`src/rtl/game_flow_ctrl.sv`:
```
// Game sequencer: idle/ready/play/pause/death/over/win flow, lives tracking,
// movement gating and one-shot position/map reload requests.
module game_flow_ctrl #(
   parameter int unsigned LIVES        = 3,
   parameter int unsigned READY_FRAMES = 120,
   parameter int unsigned DEATH_FRAMES = 90
) (
   input  logic       clk,
   input  logic       rst,
   input  logic       frame_tick,
   input  logic       start,
   input  logic       pause,
   input  logic       crash,
   input  logic       beans_done,
   output logic [2:0] state,
   output logic       run,
   output logic       pos_reload,
   output logic       map_reload,
   output logic [1:0] lives,
   output logic       over,
   output logic       win,
   output logic       flash
);

   localparam int unsigned CNT_W = 8;
   localparam logic [1:0]       LIVES_INIT = 2'(LIVES);
   localparam logic [CNT_W-1:0] READY_LAST = CNT_W'(READY_FRAMES - 1);
   localparam logic [CNT_W-1:0] DEATH_LAST = CNT_W'(DEATH_FRAMES - 1);

   typedef enum logic [2:0] {
      S_IDLE  = 3'd0,
      S_READY = 3'd1,
      S_PLAY  = 3'd2,
      S_PAUSE = 3'd3,
      S_DEATH = 3'd4,
      S_OVER  = 3'd5,
      S_WIN   = 3'd6
   } state_e;

   state_e           state_q, state_d;
   logic [1:0]       lives_q, lives_d;
   logic [CNT_W-1:0] frame_cnt_q, frame_cnt_d;
   logic             run_q, run_d;
   logic             pos_reload_q, pos_reload_d;
   logic             map_reload_q, map_reload_d;
   logic             over_q, over_d;
   logic             win_q, win_d;
   logic             flash_q, flash_d;
   logic             illegal;

   // Next-state, lives and reload decisions
   always_comb begin
      state_d      = state_q;
      lives_d      = lives_q;
      pos_reload_d = 1'b0;
      map_reload_d = 1'b0;
      illegal      = 1'b0;
      case (state_q)
         S_IDLE, S_OVER, S_WIN: begin
            if (start) begin
               state_d      = S_READY;
               lives_d      = LIVES_INIT;
               pos_reload_d = 1'b1;
               map_reload_d = 1'b1;
            end
         end
         S_READY: begin
            if (frame_tick && frame_cnt_q == READY_LAST) state_d = S_PLAY;
         end
         S_PLAY: begin
            if (beans_done) begin
               state_d = S_WIN;
            end else if (crash) begin
               state_d = S_DEATH;
               lives_d = (lives_q == 2'd0) ? 2'd0 : lives_q - 2'd1;
            end else if (pause) begin
               state_d = S_PAUSE;
            end
         end
         S_PAUSE: begin
            if (pause) state_d = S_PLAY;
         end
         S_DEATH: begin
            if (frame_tick && frame_cnt_q == DEATH_LAST) begin
               if (lives_q == 2'd0) begin
                  state_d = S_OVER;
               end else begin
                  state_d      = S_READY;
                  pos_reload_d = 1'b1;
               end
            end
         end
         default: begin
            state_d = S_IDLE;
            lives_d = LIVES_INIT;
            illegal = 1'b1;
         end
      endcase

      // Counter restarts on any state entry and holds while paused
      frame_cnt_d = frame_cnt_q;
      if (illegal || state_d != state_q) begin
         frame_cnt_d = '0;
      end else if (frame_tick && state_q != S_PAUSE) begin
         frame_cnt_d = frame_cnt_q + CNT_W'(1);
      end

      run_d   = (state_d == S_PLAY);
      over_d  = (state_d == S_OVER);
      win_d   = (state_d == S_WIN);
      flash_d = ((state_d == S_READY) || (state_d == S_DEATH)) && frame_cnt_d[3];
   end

   always_ff @(posedge clk or negedge rst) begin
      if (!rst) begin
         state_q      <= S_IDLE;
         lives_q      <= LIVES_INIT;
         frame_cnt_q  <= '0;
         run_q        <= 1'b0;
         pos_reload_q <= 1'b0;
         map_reload_q <= 1'b0;
         over_q       <= 1'b0;
         win_q        <= 1'b0;
         flash_q      <= 1'b0;
      end else begin
         state_q      <= state_d;
         lives_q      <= lives_d;
         frame_cnt_q  <= frame_cnt_d;
         run_q        <= run_d;
         pos_reload_q <= pos_reload_d;
         map_reload_q <= map_reload_d;
         over_q       <= over_d;
         win_q        <= win_d;
         flash_q      <= flash_d;
      end
   end

   assign state      = state_q;
   assign lives      = lives_q;
   assign run        = run_q;
   assign pos_reload = pos_reload_q;
   assign map_reload = map_reload_q;
   assign over       = over_q;
   assign win        = win_q;
   assign flash      = flash_q;

endmodule

```
`config.mk`:
```
export PLATFORM = sky130hd
export DESIGN_NAME = game_flow_ctrl
export DESIGN_NICKNAME = d
export VERILOG_FILES = /design/src/rtl/game_flow_ctrl.sv
export SDC_FILE = /design/constraint.sdc
export NUM_CORES = 1
export LEC_CHECK = 0
export CAP_MARGIN = 20
export CORE_ASPECT_RATIO = 0.9
export CORE_MARGIN = 5
export CORE_UTILIZATION = 55
export CTS_BUF_LIST = sky130_fd_sc_hd__clkbuf_4
export DETAILED_ROUTE_END_ITERATION = 12
export GPL_TIMING_DRIVEN = 0
export HOLD_SLACK_MARGIN = 0.12
export PLACE_DENSITY = 0.9
export SYNTH_ARGS = -nofsm -noshare
export SYNTH_HDL_FRONTEND = slang
export SYNTH_SLANG_ARGS = --single-unit
```
`constraint.sdc`:
```
create_clock -name clk -period 2.4 [get_ports clk]
set_clock_uncertainty 0.05 [all_clocks]
set_input_delay 0.6 -clock clk [delete_from_list [all_inputs] [get_ports clk]]
set_output_delay 0.6 -clock clk [all_outputs]
set_load 0.02 [all_outputs]
```
Word level (Yosys, flattened, before mapping)
Index checks and enable logic that the tools add are counted.
{ "classes": {"add_sub_neg": 2, "mul": 0, "div": 0, "n_lt_le_gt_ge": 0, "eq_ne": 18, "n_shift": 0, "n_mux": 22, "bitwise": 1, "reduce_logical": 13} }
{ "ops": {"columns": ["operator", "n"], "rows": [
  ["2-to-1 mux 3 bit", 8],
  ["== test 3 bit, second input constant", 6],
  ["== test 8 x 7 -> 1 bit, second input constant", 2],
  ["2-to-1 mux 8 bit", 2],
  ["one-hot mux 3 bit (5 select lines)", 1],
  ["== test 3 x 2 -> 1 bit, second input constant", 3],
  ["adder 8 x 1 -> 8 bit, second input constant", 1],
  ["2-to-1 mux 2 bit", 4],
  ["OR reduction 7 bit", 1],
  ["== test 3 x 1 -> 1 bit, second input constant", 2],
  ["!= test 2 bit, second input constant", 3],
  ["one-hot mux 2 bit (3 select lines)", 1],
  ["OR reduction 3 bit", 2],
  ["2-to-1 mux 1 bit", 5],
  ["logical AND 1 bit", 4],
  ["AND reduction 4 bit", 1],
  ["zero test 3 bit", 1],
  ["!= test 3 x 2 -> 1 bit, second input constant", 1],
  ["!= test 3 bit", 1],
  ["zero test 2 bit", 1],
  ["logical OR 1 bit", 2],
  ["one-hot mux 1 bit (2 select lines)", 1],
  ["nonzero test 2 bit", 1],
  ["subtractor 2 x 1 -> 2 bit, second input constant", 1],
  ["NOT 1 bit", 1]
]} }
{ "totals": {"reg_bits": 19, "latchBits": 0, "mem_bits_rw": 0, "mem_bits_ro": 0, "input_bits": 7, "out_inout_bits": 11, "mem_count": 0} }

Depth between registers and ports, before layout
{ "depth": {"word_depth": 8, "ltp_mapped": 8} }

Least setup slack after synthesis
OpenSTA, ideal clock, no wires.
{ "synth_timing": {"path_kind": "in2reg", "from": "input port start", "to": "register flash_q (netlist: flash)", "setup_time_ps": 87, "arrival_time_ps": 1846, "required_ps": 2263, "setup_slack_ps": 418, "stages": 6, "path_buffers": 1, "cell_sequence": "clkbuf_1 > or4bb_1 > o311ai_0 > a31o_2 > nand4_1 > a211oi_2"} }
{ "synth_between": {"elab_chain_len": 6, "word_cells_on_any_way": 9, "cone_classes": "3 x eq/ne; 3 x mux; 3 x reduce/logical"} }
{ "synth_lines": {"columns": ["element", "line", "source"], "rows": [
  ["start: declaration", "11", "input logic start,"],
  ["2-to-1 mux 3 bit (*)", "60", "if (start) begin"],
  ["one-hot mux 3 bit (5 select lines) (*)", "58", "case (state_q)"],
  ["via state_d[2]", "40", "state_e state_q, state_d;"],
  ["!= test 3 bit", "102", "if (illegal || state_d != state_q) begin"],
  ["logical OR 1 bit", "102", null],
  ["2-to-1 mux 8 bit", "102", null],
  ["logical AND 1 bit (*)", "111", "flash_d = ((state_d == S_READY) || (state_d == S_DEATH)) && frame_cnt_d[3];"],
  ["via flash_d", "48", "logic flash_q, flash_d;"],
  ["end signal: assignment", "134", "flash_q <= flash_d;"],
  ["end: declaration", "48", null]
]} }
Mark *: on every way through the listed nets, which the timed path passes. The rest lies on a longest branch.
A chain may end at the register's enable or synchronous reset.

Worst setup path in the final report
{ "layout_timing": {"from": "input port pause", "to": "register frame_cnt_q[1]"} }
{ "layout_between": {"elab_chain_len": 7, "word_cells_on_any_way": 9, "cone_classes": "1 x eq/ne; 6 x mux; 2 x reduce/logical"} }
{ "layout_lines": {"columns": ["element", "line", "source"], "rows": [
  ["start: declaration", "12", "input logic pause,"],
  ["2-to-1 mux 3 bit", "76", "end else if (pause) begin"],
  ["2-to-1 mux 3 bit", "73", "end else if (crash) begin"],
  ["2-to-1 mux 3 bit", "71", "if (beans_done) begin"],
  ["one-hot mux 3 bit (5 select lines) (*)", "58", null],
  ["!= test 3 bit (*)", "102", null],
  ["logical OR 1 bit (*)", "102", null],
  ["2-to-1 mux 8 bit or nonzero test 2 bit (tied branches)", null, null],
  ["end signal: assignment", "128", "frame_cnt_q <= frame_cnt_d;"],
  ["end: declaration", "42", "logic [CNT_W-1:0] frame_cnt_q, frame_cnt_d;"]
]} }
Every way passes the cells marked *; elsewhere a longest branch is shown, timed or not.

==> reports/qor.csv <==
metric,value,unit
Synth area leaders,"dfrtp_1 37%, dfstp_2 4.5%, nor2_1 4.2%",
"flops & latches, synth",19,
Commonest cells post-synth,"17 x dfrtp_1, 13 x nor2_1, 7 x nand2_1",
layout net count,151,
initial core utilization,59.05,%
Placed Cells,162,
Tcrit/Tclk final,88.77,%
reg2reg start,frame_cnt_q[0]$_DFFE_PN0P_,
"FFs w/ async S/R, synth",100.0,%
post-synth top area share,36.56,%
reg2reg path depth,7,
Worst Hold Class,flop to flop,
Syn Inst Count,121,
post-DP HPWL,1832,um
Ports,18,
Synth Area in XOR/XNOR,6.022,%
CP Launch Point,pause,
TritonCTS clock tree,done,
Antenna Nets Post-Route,0,
Antenna diodes,0,
largest area contributor in the netlist,dfrtp_1,
RSZ-0062 raised after global routing,no,
maximum clock frequency,0.4694,GHz
maximum number of pins on one net before global-route repair,20,
Total GRT Usage,17.64,%
# clock sinks,19,
area share of and/or/nand/nor cells after synthesis,27.10,%
IO buf count,16,
library cells used by synthesis,49,
DRC errors left,0,
latest clock arrival within the worst-skew pair,0.29,ns
Max VDD drop,0.5074,mV
max-cap violations,0,
cts bufs inserted,3,
first-pass GRT wire length,4174,um
via count,1006,
Core Area,1971,um2
WL final,2404,um
Rel. slew slack,46.61,%
R2R setup slack,0.34,ns
sequential cell area fraction in the yosys report,41.08,%
1st-iter DRT viols,55,
largest family of logic cells by synthesized area,simple AND/OR/NAND/NOR gates,
most frequent cell after synthesis,dfrtp_1,
Die Span X,58.49,um
Max Root-Sink Buffers,2,
H-tree depth,1,
Post-CTS Hold Buffers,0,
gr ovfl total,0,
Vias/cell,6.060,
Yosys warnings,0,
endpoints failing hold,0,
power per cell area,719.9,nW/um2
P&R area growth vs syn,19.25,%
CP arrival,2.28,ns
Synth Flop Type,dfrtp_1,
P_leak,0.6070,nW
Netlist Area Pre-Place,1164,um2
Critical Path RT,2.55,ns
placer congestion estimate,0.9424,
layout cells sized above 1,12.77,%
number of synthesized flops with an enable pin,0,
complex-gate fraction of the synthesized area,18.71,%
DP Worst Slack,-0.1932,ns
Wirelength per Cell,14.48,um
FILL cells,152,
crit start category,input pin,
Die ar.,3137,um2
vias in the first global route,923,
Synth Net Count,130,
post-synthesis mux area share,0,%
Rows,15,
# setup viols final,0,
slew of the pin with the lowest slew margin,0.7984,ns
CP Max Fanout,9,
hold path depth,1,
Post-Synth Adder-Cell Area,2.151,%
Reg-to-Reg End,frame_cnt_q[1]$_DFFE_PN0P_,
"Reg clk slew, reported paths",0.09,ns
Die Y,53.64,um
final hold slack,0.4867,ns
crit end category,flop,
"Avg Cell Area, Syn",9.617,um2
final std cells w/o fill,166,
status,"complete, no violations",
crit path time final,2.130,ns
cell chosen for the clock root,clkbuf_4,
worst setup path class,input pin to flop,
Pwr Total,999.0,uW
Pre-antenna DRT Iters,4,
final number of max-transition violations,0,
initial antenna violation count,0,
Worst setup endpoint,frame_cnt_q[1]$_DFFE_PN0P_,
final worst slack,0.2696,ns
## where the power goes
part           internal (mW)  total [mW]  switching (mW)
combinational          0.172       0.325           0.154
clock                 0.0760       0.166          0.0897
sequential             0.413       0.508          0.0951
## state kept, by name (all words and copies together), names as in the netlist
name	flops
frame_cnt_q	8
state	3
lives	2
flash	1
map_reload	1
over	1
pos_reload	1
run	1
win	1
## metrics by stage
step / utilization (%) / cell area, um2 / setup TNS (ns)
after floorplan: - / 1164 / 0
after global placement: 68.76 / 1355 / -0.9673
after detailed placement: 68.76 / 1355 / -1.061
after CTS: 70.29 / 1385 / 0
after global routing: 70.41 / 1388 / 0
final: 70.41 / 1388 / 0
## cell usage in the layout (no fill, tap or decap), types with 3 or more instances in the layout
cell type        synthesis  layout
nand3_1                  5       5
dfrtp_1                 17      17
nand2_1                  7       7
clkdlybuf4s50_1          0      15
o21ai_0                  5       5
clkbuf_4                 0       4
nand2b_1                 4       4
buf_2                    3       3
xor2_1                   5       5
inv_1                    5       5
a21oi_1                  6       6
xnor2_1                  3       3
nor2_1                  13      13
## logic make-up after synthesis
group	Yosys count
simple gates	51
compound gates	29
flops	19
buf+inv	12
xor+xnor	8
fa+ha+maj	2
## how the worst min path moves through the flow
stage / startpoint / to / slack (ns)
4_1_cts: lives[0]$_DFFE_PN1P_ / lives[0]$_DFFE_PN1P_ / 0.49
5_1_grt: lives[1]$_DFFE_PN1P_ / lives[1]$_DFFE_PN1P_ / 0.51
3_3_place_gp: lives[1]$_DFFE_PN1P_ / lives[1]$_DFFE_PN1P_ / 0.46
3_5_place_dp: lives[0]$_DFFE_PN1P_ / lives[0]$_DFFE_PN1P_ / 0.47
2_1_floorplan: rst / flash$_DFF_PN0_ / 0.25
6_report: lives[0]$_DFFE_PN1P_ / lives[0]$_DFFE_PN1P_ / 0.49
## area by class of cell
cell class                 instances  area [um2]  area share, %
timing repair buffer              16       162.7          11.72
sequential                        19       478.0          34.45
inverter                           5       18.77          1.353
buffer                             7       38.79          2.795
clock buffer                       4       30.03          2.164
multi-input combinational         90       628.1          45.27
tap                               25       31.28          2.254
## critical path, cell delays in order
cell and delay, ns:
clkdlybuf4s50_1 0.44, nor4b_1 0.16, a21oi_1 0.18, o211ai_1 0.12, a2111o_1 0.41, buf_2 0.19
a311oi_2 0.19
## per-layer routing
metal / global-route usage, % / up-vias / part of all wire (%)
li1: - / 481 / -
met1: 23.32 / 502 / 45
met2: 27.88 / 21 / 50
met3: 2.878 / 2 / 5.0
met4: 9.266 / 0 / 0.71
met5: 0 / - / 0
## timing repair
action | 4_1_cts | 5_1_grt
buffers inserted | 0 | 0
endpoints found under the setup margin | 0 | 1
endpoints found under the hold margin | 0 | 0
gates resized for setup | 0 | 1
No activity file was read; power rests on OpenSTA's default activity.
